## src/rtl/casez_rule_dispatch.sv

```systemverilog
// casez_rule_dispatch
//   Programmable priority-match opcode dispatcher. Each accepted opcode is
//   compared against NUM_RULES mask/value rules. The lowest-index enabled hit
//   picks one of NUM_CH operand channels. The result is presented through a
//   single registered valid/ready output stage.
//
//   Optional feature macro: CASEZ_DISPATCH_STATS_EN
//     defined   -> miss_count output: a saturating count of accepted misses
//     undefined -> no miss_count port and no counter; decode timing is unchanged
module casez_rule_dispatch #(
    parameter  int OP_W      = 4,
    parameter  int DATA_W    = 2,
    parameter  int NUM_CH    = 3,
    parameter  int NUM_RULES = 4,
    localparam int IDX_W     = (NUM_RULES > 1) ? $clog2(NUM_RULES) : 1,
    localparam int CH_W      = (NUM_CH > 1) ? $clog2(NUM_CH) : 1
) (
`ifdef CASEZ_DISPATCH_STATS_EN
    output logic [15:0]              miss_count,
`endif
    input  logic                     clk,
    input  logic                     reset,

    input  logic                     in_valid,
    output logic                     in_ready,
    input  logic [OP_W-1:0]          in_opcode,
    input  logic [NUM_CH*DATA_W-1:0] in_data,

    output logic                     out_valid,
    input  logic                     out_ready,
    output logic [DATA_W-1:0]        out_data,
    output logic [IDX_W-1:0]         out_rule,
    output logic                     out_miss,

    input  logic                     cfg_we,
    input  logic [IDX_W-1:0]         cfg_idx,
    input  logic                     cfg_en,
    input  logic [OP_W-1:0]          cfg_mask,
    input  logic [OP_W-1:0]          cfg_value,
    input  logic [CH_W-1:0]          cfg_chan
);

    // Handshake contract (both sides):
    //   A transfer happens on a rising edge where valid && ready are both high.
    //   A producer holding valid must keep its payload stable until the
    //   transfer. in_ready = !out_valid || out_ready, so one result slot is
    //   either empty or being drained this cycle; this gives 1 result per cycle
    //   with no skid buffer. While out_valid && !out_ready every out_* holds.

    // ------------------------------------------------------------------
    // Rule table
    // ------------------------------------------------------------------
    logic              en_q    [NUM_RULES];
    logic [OP_W-1:0]   mask_q  [NUM_RULES];
    logic [OP_W-1:0]   value_q [NUM_RULES];
    logic [CH_W-1:0]   chan_q  [NUM_RULES];

    logic              en_d    [NUM_RULES];
    logic [OP_W-1:0]   mask_d  [NUM_RULES];
    logic [OP_W-1:0]   value_d [NUM_RULES];
    logic [CH_W-1:0]   chan_d  [NUM_RULES];

    // Table next state: a write lands only on an index that exists, so an
    // out-of-range cfg_idx matches no entry and is silently dropped.
    always_comb begin
        for (int i = 0; i < NUM_RULES; i++) begin
            en_d[i]    = en_q[i];
            mask_d[i]  = mask_q[i];
            value_d[i] = value_q[i];
            chan_d[i]  = chan_q[i];
            if (cfg_we && (cfg_idx == IDX_W'(i))) begin
                en_d[i]    = cfg_en;
                mask_d[i]  = cfg_mask;
                value_d[i] = cfg_value;
                chan_d[i]  = cfg_chan;
            end
        end
    end

    // Table registers; reset leaves every rule disabled with zeroed fields.
    always_ff @(posedge clk or posedge reset) begin
        if (reset) begin
            for (int i = 0; i < NUM_RULES; i++) begin
                en_q[i]    <= 1'b0;
                mask_q[i]  <= '0;
                value_q[i] <= '0;
                chan_q[i]  <= '0;
            end
        end else begin
            for (int i = 0; i < NUM_RULES; i++) begin
                en_q[i]    <= en_d[i];
                mask_q[i]  <= mask_d[i];
                value_q[i] <= value_d[i];
                chan_q[i]  <= chan_d[i];
            end
        end
    end

    // ------------------------------------------------------------------
    // Decode (always against the registered table, so a same-cycle
    // configuration write only affects later opcodes)
    // ------------------------------------------------------------------
    logic [NUM_RULES-1:0] hit_vec;
    logic                 win_found;
    logic [IDX_W-1:0]     win_idx;
    logic [CH_W-1:0]      win_chan;
    logic [DATA_W-1:0]    sel_data;

    // Per-rule match: masked-off bits are don't-care, like ? in a casez item.
    always_comb begin
        hit_vec = '0;
        for (int i = 0; i < NUM_RULES; i++) begin
            hit_vec[i] = en_q[i] && (((in_opcode ^ value_q[i]) & mask_q[i]) == '0);
        end
    end

    // Priority pick: scan from the top so the lowest hitting index is the
    // last to overwrite, which makes rule 0 the strongest.
    always_comb begin
        win_found = 1'b0;
        win_idx   = '0;
        win_chan  = '0;
        for (int i = NUM_RULES - 1; i >= 0; i--) begin
            if (hit_vec[i]) begin
                win_found = 1'b1;
                win_idx   = IDX_W'(i);
                win_chan  = chan_q[i];
            end
        end
    end

    // Operand select; a channel number with no matching lane yields zero,
    // and so does a miss.
    always_comb begin
        sel_data = '0;
        for (int k = 0; k < NUM_CH; k++) begin
            if (win_found && (win_chan == CH_W'(k))) begin
                sel_data = in_data[k*DATA_W +: DATA_W];
            end
        end
    end

    // ------------------------------------------------------------------
    // Registered output stage
    // ------------------------------------------------------------------
    logic              valid_q, valid_d;
    logic [DATA_W-1:0] data_q,  data_d;
    logic [IDX_W-1:0]  rule_q,  rule_d;
    logic              miss_q,  miss_d;
    logic              accept;

    assign in_ready = !valid_q || out_ready;
    assign accept   = in_valid && in_ready;

    // Output next state: load on accept (this also covers accept-while-
    // draining), otherwise drop valid once the consumer has taken the result.
    always_comb begin
        valid_d = valid_q;
        data_d  = data_q;
        rule_d  = rule_q;
        miss_d  = miss_q;
        if (accept) begin
            valid_d = 1'b1;
            data_d  = sel_data;
            rule_d  = win_idx;
            miss_d  = !win_found;
        end else if (out_ready) begin
            valid_d = 1'b0;
        end
    end

    // Output registers; reset discards any result still waiting.
    always_ff @(posedge clk or posedge reset) begin
        if (reset) begin
            valid_q <= 1'b0;
            data_q  <= '0;
            rule_q  <= '0;
            miss_q  <= 1'b0;
        end else begin
            valid_q <= valid_d;
            data_q  <= data_d;
            rule_q  <= rule_d;
            miss_q  <= miss_d;
        end
    end

    assign out_valid = valid_q;
    assign out_data  = data_q;
    assign out_rule  = rule_q;
    assign out_miss  = miss_q;

`ifdef CASEZ_DISPATCH_STATS_EN
    // ------------------------------------------------------------------
    // Miss statistics
    // ------------------------------------------------------------------
    logic [15:0] miss_cnt_q, miss_cnt_d;

    // Count accepted opcodes that hit nothing; stick at all-ones.
    always_comb begin
        miss_cnt_d = miss_cnt_q;
        if (accept && !win_found && (miss_cnt_q != 16'hFFFF)) begin
            miss_cnt_d = miss_cnt_q + 16'd1;
        end
    end

    // Counter register, cleared only by reset.
    always_ff @(posedge clk or posedge reset) begin
        if (reset) begin
            miss_cnt_q <= '0;
        end else begin
            miss_cnt_q <= miss_cnt_d;
        end
    end

    assign miss_count = miss_cnt_q;
`endif

endmodule

```

## config.mk

```make
export PLATFORM = sky130hd
export DESIGN_NAME = casez_rule_dispatch
export DESIGN_NICKNAME = d
export VERILOG_FILES = /design/src/rtl/casez_rule_dispatch.sv
export SDC_FILE = /design/constraint.sdc
export NUM_CORES = 1
export LEC_CHECK = 0
export ABC_CLOCK_PERIOD_IN_PS = 3200
export BUFFER_PORTS_ARGS = -buffer_cell sky130_fd_sc_hd__buf_4
export CORE_MARGIN = 8
export CORE_UTILIZATION = 45
export DETAILED_ROUTE_END_ITERATION = 10
export PLACE_DENSITY = 0.77
export SETUP_SLACK_MARGIN = 0.02
export SLEW_MARGIN = 20
export SYNTH_ARGS = -nofsm -noshare
export SYNTH_HDL_FRONTEND = slang
export SYNTH_SLANG_ARGS = --single-unit
export TNS_END_PERCENT = 50
```

## constraint.sdc

```tcl
create_clock -name clk -period 3.2 [get_ports clk]
set_input_delay 0.64 -clock clk [delete_from_list [all_inputs] [get_ports clk]]
set_output_delay 0.64 -clock clk [all_outputs]
set_load 0.01 [all_outputs]
```

==> impl_metrics.ini <==
[floorplanning]
initial_utilization = 0.4588
core_area_sq_um = 5010
die-height_um = 87.47
design.portCount = 35
number_of_rows_in_the_core_area = 26
die_area_sq_um = 7651
dieWidth_um = 87.47

[critical_path]
r2r_slack_ns = 0.88
timing.rr.start = value_q[7]
critical_path_class = in2reg
reg2reg_end = out_data[0]
start_kind = primary input
rr_worst_depth = 7
worstSetupEndpoint = out_data[0]
startpoint = in_opcode[3]
worstPathRequired_ns = 3.39
critPathArrivalTime_ns = 2.58
critPathMaxFanout = 4
endpoint_class_of_the_critical_path = flop

[detailed_routing]
met2_wirelength_mm = 2.111
drt.antenna.violating_nets = 0
wl_met3_um = 376
wl_mm = 4.541
routed_via_density = 5.422
drt_pre_antenna_iters = 4
route.detailed.wl_per_inst_um = 16.10
drt_iter0_markers = 101
route.layer.met1.wl_mm = 1.969
dr_total_vias = 1529
drc = 0
routed.top_layer = met4

[yosys]
share_of_the_synthesized_area_in_the_top_cell_type = 0.5444
synth_sequential_area_ratio = 0.5444
ys_ff_latch = 50
postSynthCellCount = 176
synth_fp_nets = 204
ys_dominant_reg_cell = dfrtp_1
post_synth.cell_area_avg_sq_um = 13.06
synth_area_sq_um = 2298
netlist-cell-type-count = 32
synth_enable_flop_cells = 0
asyncSetResetFlopFracSynth = 1.000
yosysWarningCount = 0
synth.top_cells.by_area = dfrtp_1 54%, mux2_2 22%, xor2_1 6.1%, nand2_1 1.8%, a21boi_0 1.3%
synth_area_leader_cell = dfrtp_1

[clocking]
cts-htree-levels = 2
cts.path.max_buffers = 2
tritoncts = yes
clk_root_buffer_cell = clkbuf_8
cts.hold.buffers_added = 0
cts_setup_buffers = 0
cts-buffers-inserted = 5
resized_gates_after_cts = 0
clock_insertion_delay_worst_skew_ns = 0.29
clk_transition_reported_paths_ns = 0.08
clock_sinks = 50

[placement]
buffer_ports.inserted = 34
placer_s_final_routability_congestion_estimate = 0.8195
dp_hpwl_mm = 3.391
dp_slack_ns = 0.5462

[sta]
unrepaired_setup_endpoints_after_global_routing = false
actual_slew_at_the_worst_max_slew_pin_ns = 0.8286
setup-violations-final = 0
final.period_utilization = 0.7457
skew_ns = 0.002471
maxClockFrequency_ghz = 0.4191
tns_ns = 0
postLayoutSetupSlackWorst_ns = 0.8137
slew_headroom = 0.4469
post_route_minimum_period_ns = 2.386
final-hold-violation-count = 0
final_max_slew_viol_count = 0

[power_and_ir_drop]
worst_voltage_drop_across_the_vdd_grid_uv = 260.9
cellLeakagePower_uw = 0.001205
pwr_density_cell_nw_per_um2 = 610.0

[global_routing]
via_count_of_the_first_global_routing_pass = 1544
grt_use_total = 0.1299
pin_count_of_the_biggest_net_entering_global_routing = 51
grt_antenna_before_repair = 0
grt_first_pass_wirelength_mm = 7.610
grt_total_ovfl = 0

[layout]
num-nets-final = 241
drive_gt1_frac = 0.4292
areaGrowthSynthToFinish_pct = 18.07
insertedDiodeCount = 0

[hold_path]
hp-class = in2async

[run_status]
run_status = complete, no violations

[job]
cap_violations = 0
## synthesized netlist by cell type (3+ instances only)
master / n
dfrtp_1: 50
mux2_2: 44
xor2_1: 16
nand2_1: 11
clkbuf_1: 5
a21boi_0: 4
nor2_1: 4
o21ai_0: 4
nand2b_1: 3
o21a_1: 3
## worst min path at each step
stage / from / to / slack, ns / cells after the start
after floorplan: chan_q[3] / chan_q[3] / 0.47 / 1
after global placement: out_miss / out_miss / 0.46 / 1
after detailed placement: out_miss / out_miss / 0.48 / 1
after CTS: out_miss / out_miss / 0.49 / 1
after global routing: out_rule[1] / out_rule[1] / 0.51 / 2
final: reset / value_q[10] / 0.48 / 2
## state kept, by name, summed over array words and instances, names as in the netlist
register / cells
out_miss: 1
out_data: 2
out_valid: 1
chan_q: 8
en_q: 4
value_q: 16
mask_q: 16
out_rule: 2
## kinds of logic (layout without fill, tap and decap cells)
logic type	count (synthesis)	after routing	synth area share
compound gates	25	25	0.08601
xor+xnor	16	16	0.06097
buf+inv	6	42	0.009798
flops	50	50	0.5444
mux	44	44	0.2156
simple gates	35	35	0.08329
## cells in the final DEF (no fill, tap or decap), types with 2 or more instances in the layout
cell type / Yosys / final
dfrtp_1: 50 / 50
mux2_2: 44 / 44
buf_4: 0 / 35
xor2_1: 16 / 16
nand2_1: 11 / 11
clkbuf_8: 0 / 6
a21boi_0: 4 / 4
o21ai_0: 4 / 4
nor2_1: 4 / 4
nand2b_1: 3 / 3
o21a_1: 3 / 3
nand3b_1: 2 / 2
nand3_1: 2 / 2
a222oi_1: 2 / 2
and2_1: 2 / 2
and4_1: 2 / 2
and3_2: 2 / 2
nand4_1: 2 / 2
and3_1: 2 / 2
a221oi_1: 2 / 2
o31a_1: 2 / 2
## through the flow
stage                     hold slack [ns]  cells  utilization  cell area (sq um)  power, uW
after detailed placement           0.4760    276       0.5250               2630       1313
after global placement             0.4605    276       0.5250               2630       1294
final                              0.4764    282       0.5417               2714       1655
after floorplan                    0.4700    176            -               2298       1151
after global routing               0.5086    282       0.5417               2714       1757
after CTS                          0.4947    282       0.5415               2713       1674
## area by class of cell
class,instances,area (sq um)
fill,466,2296
multi-input combinational,120,1025
tap,70,87.58
clock buffer,6,82.58
inverter,1,5.005
timing repair buffer,35,262.8
sequential,50,1251
## metal layers
layer  GRT usage  up-vias
li1            -      708
met1      0.1585      770
met2      0.1990       43
met3     0.05094        8
met4     0.05313        0
met5           0        -
## power breakdown
part | internal (uW) | switching [uW] | leakage (uW)
clock network | 167 | 190 | 0.0000431
registers | 764 | 71.5 | 0.000594
logic | 247 | 215 | 0.000567
## worst max-delay path: stages
cell,delay [ns]
buf_4,0.14
xor2_1,0.15
a222oi_1,0.52
nand2_1,0.18
a311o_1,0.40
a221oi_1,0.25
o21ai_0,0.12
o21a_1,0.18
Power figures use the tool's default switching activity.
